===== src/rtl/fir_decim_pkg.sv =====
// Shared definitions for the decimating FIR and its rate-change sequencer.
//   rate_e          : FIR 'sel' rate codes (/2, /4, /8, /16)
//   rc_state_e      : rate-change sequencer state encoding
//   FIR_CLK_PER_IN  : clocks per FIR input sample
package fir_decim_pkg;

   typedef enum logic [1:0] {
      RATE_D2  = 2'd0,
      RATE_D4  = 2'd1,
      RATE_D8  = 2'd2,
      RATE_D16 = 2'd3
   } rate_e;

   typedef enum logic [1:0] {
      ST_RUN   = 2'd0,
      ST_WAIT  = 2'd1,
      ST_APPLY = 2'd2,
      ST_FLUSH = 2'd3
   } rc_state_e;

   localparam int FIR_CLK_PER_IN = 8;

endpackage


===== src/rtl/fir_decim_rate_ctrl.sv =====
// Rate-change sequencer for the decimating FIR. Takes rate requests from the
// host register block, applies them right after a FIR output strobe so the FIR
// state counter stays phase-aligned, then blanks output strobes until the
// delay line holds only post-change samples.
// Ports:
//   c, rst        clock (8*FS in), synchronous active-high reset
//   req_sel/force/valid, req_ready   host rate request handshake
//   sel           rate code to the FIR
//   fir_ov / ov   raw FIR output strobe / gated strobe to the packer
//   busy          change in progress (WAIT, APPLY, FLUSH)
//   timeout_evt   one-cycle pulse when a change was forced by the timeout
//   settle_cnt    strobes discarded so far in the current flush
//
// state | meaning
// RUN   | normal operation, strobes pass, requests accepted
// WAIT  | change pending, waiting for a boundary strobe or timeout
// APPLY | one cycle, new rate code loaded into sel
// FLUSH | discarding SETTLE_OV strobes while the delay line refills
module fir_decim_rate_ctrl
   import fir_decim_pkg::*;
#(
   parameter logic [1:0] INIT_SEL  = 2'd0,
   parameter int         SETTLE_OV = 64,
   parameter int         TIMEOUT   = 1023
) (
   input  logic       c,
   input  logic       rst,
   input  logic [1:0] req_sel,
   input  logic       req_force,
   input  logic       req_valid,
   output logic       req_ready,
   output logic [1:0] sel,
   input  logic       fir_ov,
   output logic       ov,
   output logic       busy,
   output logic       timeout_evt,
   output logic [7:0] settle_cnt
);

   localparam int TMO_CLOG = $clog2(TIMEOUT + 1);
   localparam int TMO_W    = (TMO_CLOG > 10) ? TMO_CLOG : 10;
   // Timeout is a down-counter: loaded on WAIT entry, terminal count at zero
   // lands on the same cycle an up-count would reach TIMEOUT-1.
   localparam logic [TMO_W-1:0] TMO_LOAD    = TMO_W'(TIMEOUT - 1);
   localparam logic [7:0]       SETTLE_LAST = 8'(SETTLE_OV - 1);

   rc_state_e        state_q, state_d;
   logic [1:0]       sel_q, sel_d;
   logic [1:0]       pend_q, pend_d;
   logic [TMO_W-1:0] tmo_q, tmo_d;
   logic [7:0]       settle_q, settle_d;
   logic             tevt_q, tevt_d;
   logic             ready_q, ready_d;
   logic             busy_q, busy_d;

   always_comb begin
      state_d  = state_q;
      sel_d    = sel_q;
      pend_d   = pend_q;
      tmo_d    = tmo_q;
      settle_d = settle_q;
      tevt_d   = 1'b0;
      case (state_q)
         ST_RUN: begin
            // Same code without force is a no-op: stay in RUN, ov untouched.
            if (req_valid && ((req_sel != sel_q) || req_force)) begin
               pend_d  = req_sel;
               tmo_d   = TMO_LOAD;
               state_d = ST_WAIT;
            end
         end
         ST_WAIT: begin
            // A strobe on the terminal cycle counts as a real boundary.
            if (fir_ov) begin
               state_d = ST_APPLY;
            end else if (tmo_q == '0) begin
               state_d = ST_APPLY;
               tevt_d  = 1'b1;
            end else begin
               tmo_d = tmo_q - 1'b1;
            end
         end
         ST_APPLY: begin
            sel_d    = pend_q;
            settle_d = 8'd0;
            state_d  = ST_FLUSH;
         end
         ST_FLUSH: begin
            if (fir_ov) begin
               if (settle_q == SETTLE_LAST) begin
                  settle_d = 8'd0;
                  state_d  = ST_RUN;
               end else begin
                  settle_d = settle_q + 8'd1;
               end
            end
         end
         default: state_d = ST_RUN;
      endcase
      ready_d = (state_d == ST_RUN);
      busy_d  = (state_d != ST_RUN);
   end

   always_ff @(posedge c) begin
      if (rst) begin
         state_q  <= ST_RUN;
         sel_q    <= INIT_SEL;
         pend_q   <= INIT_SEL;
         tmo_q    <= '0;
         settle_q <= 8'd0;
         tevt_q   <= 1'b0;
         ready_q  <= 1'b1;
         busy_q   <= 1'b0;
      end else begin
         state_q  <= state_d;
         sel_q    <= sel_d;
         pend_q   <= pend_d;
         tmo_q    <= tmo_d;
         settle_q <= settle_d;
         tevt_q   <= tevt_d;
         ready_q  <= ready_d;
         busy_q   <= busy_d;
      end
   end

   // Zero-latency pass of the raw strobe while running.
   assign ov          = fir_ov & ready_q;
   assign req_ready   = ready_q;
   assign busy        = busy_q;
   assign sel         = sel_q;
   assign timeout_evt = tevt_q;
   assign settle_cnt  = settle_q;

endmodule

===== config.mk =====
export PLATFORM = sky130hd
export DESIGN_NAME = fir_decim_rate_ctrl
export DESIGN_NICKNAME = d
export VERILOG_FILES = /design/src/rtl/fir_decim_pkg.sv /design/src/rtl/fir_decim_rate_ctrl.sv
export SDC_FILE = /design/constraint.sdc
export NUM_CORES = 1
export LEC_CHECK = 0
export ABC_AREA = 1
export CAP_MARGIN = 20
export CORE_UTILIZATION = 35
export CTS_CLUSTER_SIZE = 24
export DETAILED_ROUTE_END_ITERATION = 8
export PLACE_DENSITY = 0.53
export SLEW_MARGIN = 20
export SYNTH_ARGS = -nofsm -noshare
export SYNTH_HDL_FRONTEND = slang
export SYNTH_SLANG_ARGS = --single-unit

===== constraint.sdc =====
create_clock -name c -period 1.7 [get_ports c]
set_clock_uncertainty 0.2 [all_clocks]
set_input_delay 0.255 -clock c [delete_from_list [all_inputs] [get_ports c]]
set_output_delay 0.255 -clock c [all_outputs]
set_load 0.02 [all_outputs]

* Word-level counts from Yosys, hierarchy flattened
Index checks and enable logic that the tools add are counted.
** Word-level totals
- Register bits after elaboration :: 27
- Latch bits :: 0
- Bits in writable memories :: 0
- Bits in read-only memories :: 0
- Input port bits :: 7
- Output and inout port bits :: 14
- Logic and storage cells :: 47
- Memories :: 0
** Operators by class
- $add $sub $neg :: 2
- Multiply operators :: 0
- Div/mod/pow operators :: 0
- Order comparisons :: 0
- Equal/unequal tests :: 9
- Shift operators :: 0
- Muxes and demuxes :: 14
- Bitwise logic cells :: 2
- Reductions and logical operators :: 12
** Operators with widths (number)
- 10-bit two-way mux :: 3
- 10-bit one-hot mux with 2 select lines :: 1
- 8-bit two-way mux :: 2
- 8-bit one-hot mux with 2 select lines :: 1
- 10-bit logical NOT :: 1
- 2-bit two-way mux :: 5
- 10-bit by 1-bit subtractor with 10-bit output, second input constant :: 1
- 8-bit by 1-bit adder with 8-bit output, second input constant :: 1
- 8-bit by 6-bit == test with 1-bit output, second input constant :: 1
- 2-bit inequality test, second input constant :: 4
- 2-bit one-hot mux with 4 select lines :: 1
- 2-bit nonzero test :: 3
- 2-bit == test, second input constant :: 2
- 2-bit logical NOT :: 2
- 2-bit AND reduction :: 2
- 4-bit AND reduction :: 1
- 3-bit OR reduction :: 1
- 2-bit by 1-bit == test with 1-bit output, second input constant :: 1
- 2-bit inequality test :: 1
- 1-bit AND :: 1
- 1-bit logical AND :: 1
- 1-bit logical OR :: 1
- 1-bit two-way mux :: 1
- 1-bit NOT :: 1

* Depth between registers and ports, before layout
- Depth after elaboration :: 6
- Depth in mapped cells :: 11
- Depth with buffers taken out :: 11

* Worst setup path before layout
OpenSTA, ideal clock, no wires.
- Kind :: register -> register
- Start :: reg settle_q[0] (netlist: settle_cnt[0])
- End :: reg busy_q (netlist: busy)
- Library setup time :: 0.129 ns
- Arrival time :: 1.336 ns
- Required time :: 1.371 ns
- Setup slack :: 0.035 ns
- Cell stages (with the launch flop) :: 9
- Buffers on the path :: 0
- Period minus slack after synthesis :: 1.665 ns
- Path through :: dfxtp_1 > ha_1 > nand3_1 > nor2_1 > a21oi_1 > nor2_1 > nand2_1 > nand2_1 > nand3_1
** Between the ends
- Longest elaborated chain between the ends :: 5
** RTL lines
- start, declared :: line fir_decim_rate_ctrl.sv:51 : logic [7:0] settle_q, settle_d;
- start signal, assigned :: line fir_decim_rate_ctrl.sv:119 : settle_q <= settle_d;
- 8-bit by 6-bit == test with 1-bit output :: line fir_decim_rate_ctrl.sv:90 : if (settle_q == SETTLE_LAST) begin
- 2-bit two-way mux :: line fir_decim_rate_ctrl.sv:90
- 2-bit two-way mux :: line fir_decim_rate_ctrl.sv:89 : if (fir_ov) begin
- 2-bit one-hot mux with 4 select lines :: line fir_decim_rate_ctrl.sv:63 : case (state_q)
- 2-bit nonzero test :: line fir_decim_rate_ctrl.sv:101 : busy_d = (state_d != ST_RUN);
- end signal, assigned :: line fir_decim_rate_ctrl.sv:122 : busy_q <= busy_d;
- end, declared :: line fir_decim_rate_ctrl.sv:54 : logic busy_q, busy_d;
Every way passes these cells.
A chain may end at the register's enable or synchronous reset.

* Worst setup path after layout
- Start :: reg tevt_q (netlist: timeout_evt)
- End :: out timeout_evt
** RTL lines
- start, declared :: line fir_decim_rate_ctrl.sv:52 : logic tevt_q, tevt_d;
- start signal, assigned :: line fir_decim_rate_ctrl.sv:120 : tevt_q <= tevt_d;
- end, declared :: line fir_decim_rate_ctrl.sv:36 : output logic timeout_evt,
No word-level cell between the ends.

==> flow_metrics.tcl <==
set metrics [dict create \
    rsz0062_at_grt "true" \
    synth_area_sq_mm 0.00145 \
    dp_hpwl_microns 2290 \
    vias_per_cell 4.62 \
    slowest_stage "clkdlybuf4s50_1" \
    postRouteAntennaNets 0 \
    critPathArrivalTime_ns 1.18 \
    dp_cells 292 \
    final_cells 297 \
    antenna_found_initial 0 \
    n_antenna_cell 0 \
    dieArea_sq_mm 0.00441 \
    numCtsBuffers 3 \
    clockBufferDepth 2 \
    core_area_sq_mm 0.00400 \
    cts-hold-fix-buffers 0 \
    synthesis.nets 219 \
    clk_latency_ns 0.27 \
    syn_inst 209 \
    io_pins 21 \
    max_freq_mhz 611 \
    start_kind "flip-flop" \
    ys_seq_area_frac 0.372 \
    hold_path.class "reg2reg" \
    grt_overflow 0 \
    cp_slowest_stage_delay_ns 0.59 \
    ys_ff_latch 27 \
    route.detailed.drc 0 \
    drt_iter0_drc 65 \
    rows 23 \
    drive_gt1_frac 0.194 \
    syn_area_per_cell_sq_um 6.95 \
    tritoncts "done" \
    grt_usage 0.153 \
    grt_max_degree 15 \
    io_buffers 20 \
    cp_top_family "buffers and inverters" \
    die_h_microns 66.4 \
    crit_buf_inv 1 \
    crit_type "reg2out" \
    drv_cap 0 \
    finalHoldViolCount 0 \
    area_delta_synth_final_pct 31.2 \
    finalSetupTns_ns 0 \
    setup_ws_ns 0.0623 \
    worstPathMaxFanout 1 \
    layout_common_cells "nand2_1 (38), nor2_1 (28), nand3_1 (27)" \
    finalWeightedCongestion 0.799 \
    worstPathRequired_ns 1.24 \
    post_drt_wl_per_cell_microns 10.4 \
    cts_num_sinks 27 \
    routed_wirelength_microns 3100 \
    dieWidth_microns 66.4 \
    slew_headroom 0.807 \
    grt_pass1_vias 1147 \
    crit_path_end_kind "primary output" \
    path_cells "clkdlybuf4s50_1" \
    setup_viol 0 \
    fin_crit_sh 0.963 \
    period_minus_slack_ns 1.64 \
    p_leak_uw 0.000871 \
    ir_drop_v 0.00105 \
    htreeDepth 1 \
    maxSlewViolCount 0 \
    power_density_mw_per_mm2 1750 \
    start_util 0.363 \
    status "finished clean" \
    layout_commonest_cell "nand2_1" \
    grt_pass1_wl_microns 5180 \
    synth_cell_type_count 29 \
    tightest_slew_ns 0.288 \
    fin_nets 258 \
    clockRootBuffer "clkbuf_8" \
    num_vias 1373 \
    cts.clk_slew.worst_paths_ns 0.09 \
    preCtsSetupSlack_ns -0.191 \
    firstDrtPassIters 4 \
    yosys_warnings 0 \
]
==> sequential cells by signal (all words and copies together), names as in the netlist <==
signal	count
tmo_q	10
pend_q	2
settle_cnt	8
timeout_evt	1
sel	2
state_q	2
busy	1
req_ready	1
==> layer usage <==
| metal | routed length (microns) | up-vias | global-route usage |
|---|---|---|---|
| met5 | 0 | - | 0 |
| met4 | 22 | 0 | 0.0399 |
| met3 | 131 | 2 | 0.0414 |
| met2 | 1310 | 23 | 0.222 |
| met1 | 1640 | 595 | 0.219 |
| li1 | - | 753 | - |
==> timing repair <==
| item | 4_1_cts | 5_1_grt |
|---|---|---|
| resized for setup | 11 | 14 |
| pin swaps | 0 | 2 |
| setup buffers | 0 | 1 |
| gates cloned | 0 | 0 |
| endpoints found under the setup margin | 11 | 19 |
==> metrics by stage <==
stage / total power, uW / instance area (sq um) / hold WS (ns) / util
after floorplan: 2440 / 1450 / 0.133 / -
after global placement: 2890 / 1810 / 0.272 / 0.453
after detailed placement: 2890 / 1810 / 0.281 / 0.453
after CTS: 3240 / 1840 / 0.293 / 0.461
after global routing: 3680 / 1910 / 0.317 / 0.476
final: 3340 / 1910 / 0.296 / 0.476
==> worst reg2reg max path, delay by kind of cell (launching register included) <==
family	cells	cell delay, ns
buffers and inverters	1	0.04
DFF	1	0.34
AOI/OAI and AO/OA	1	0.25
and+or+nand+nor	6	0.48
adders and majority gates	1	0.17
==> synthesized netlist by cell type <==
cell type,count,share of area
nor2_4,2,0.016
a211oi_1,1,0.0052
buf_8,1,0.010
a31oi_1,1,0.0043
nor2_2,1,0.0043
nand2_1,38,0.098
nand3_2,2,0.014
a21oi_1,13,0.045
a21o_1,1,0.0052
nor3_1,1,0.0034
or2_2,2,0.0086
inv_1,21,0.054
inv_2,5,0.013
a21oi_4,1,0.011
nand3_1,28,0.096
dfxtp_1,27,0.37
o21ai_1,1,0.0034
nand2_4,2,0.016
nand2_2,3,0.013
clkbuf_1,1,0.0026
nor2_1,31,0.080
o21ai_0,10,0.034
clkinv_1,1,0.0026
buf_2,1,0.0034
buf_4,1,0.0052
nand4_1,4,0.017
xnor2_1,3,0.018
ha_1,3,0.026
xor2_1,3,0.018
==> power breakdown <==
part,switching [uW],internal (uW),leakage (uW)
Combinational,1170,782,0.000625
Sequential,194,840,0.000223
Clock,185,168,0.0000228
==> final timing paths <==
| kind | start | endpoint | slack, ns | depth (start not counted) |
|---|---|---|---|---|
| worst max-delay path | timeout_evt | timeout_evt | 0.06 | 1 |
| worst min-delay path | pend_q[1] | sel[1] | 0.30 | 2 |
| worst max register to register | settle_cnt[1] | req_ready | 0.11 | 9 |
| worst min register to register | pend_q[1] | sel[1] | 0.30 | 2 |
==> kinds of logic (layout without fill, tap and decap cells) <==
| group | after synthesis | in the layout | synth area share |
|---|---|---|---|
| DFF | 27 | 27 | 0.372 |
| AOI/OAI and AO/OA | 28 | 28 | 0.109 |
| xor gates and xnor gates | 6 | 6 | 0.0362 |
| and+or+nand+nor | 114 | 114 | 0.366 |
| adders and majority gates | 3 | 3 | 0.0258 |
| buffers and inverters | 31 | 69 | 0.0913 |
==> area by class of cell <==
class                           instances  area [sq um]
Clock buffer                            4          45.0
Fill cell                             421          2090
Inverter                               27           101
Multi-Input combinational cell        151           830
Sequential cell                        27           543
Tap cell                               50          62.6
Timing Repair Buffer                   38           324
No activity file was read; power rests on OpenSTA's default activity.
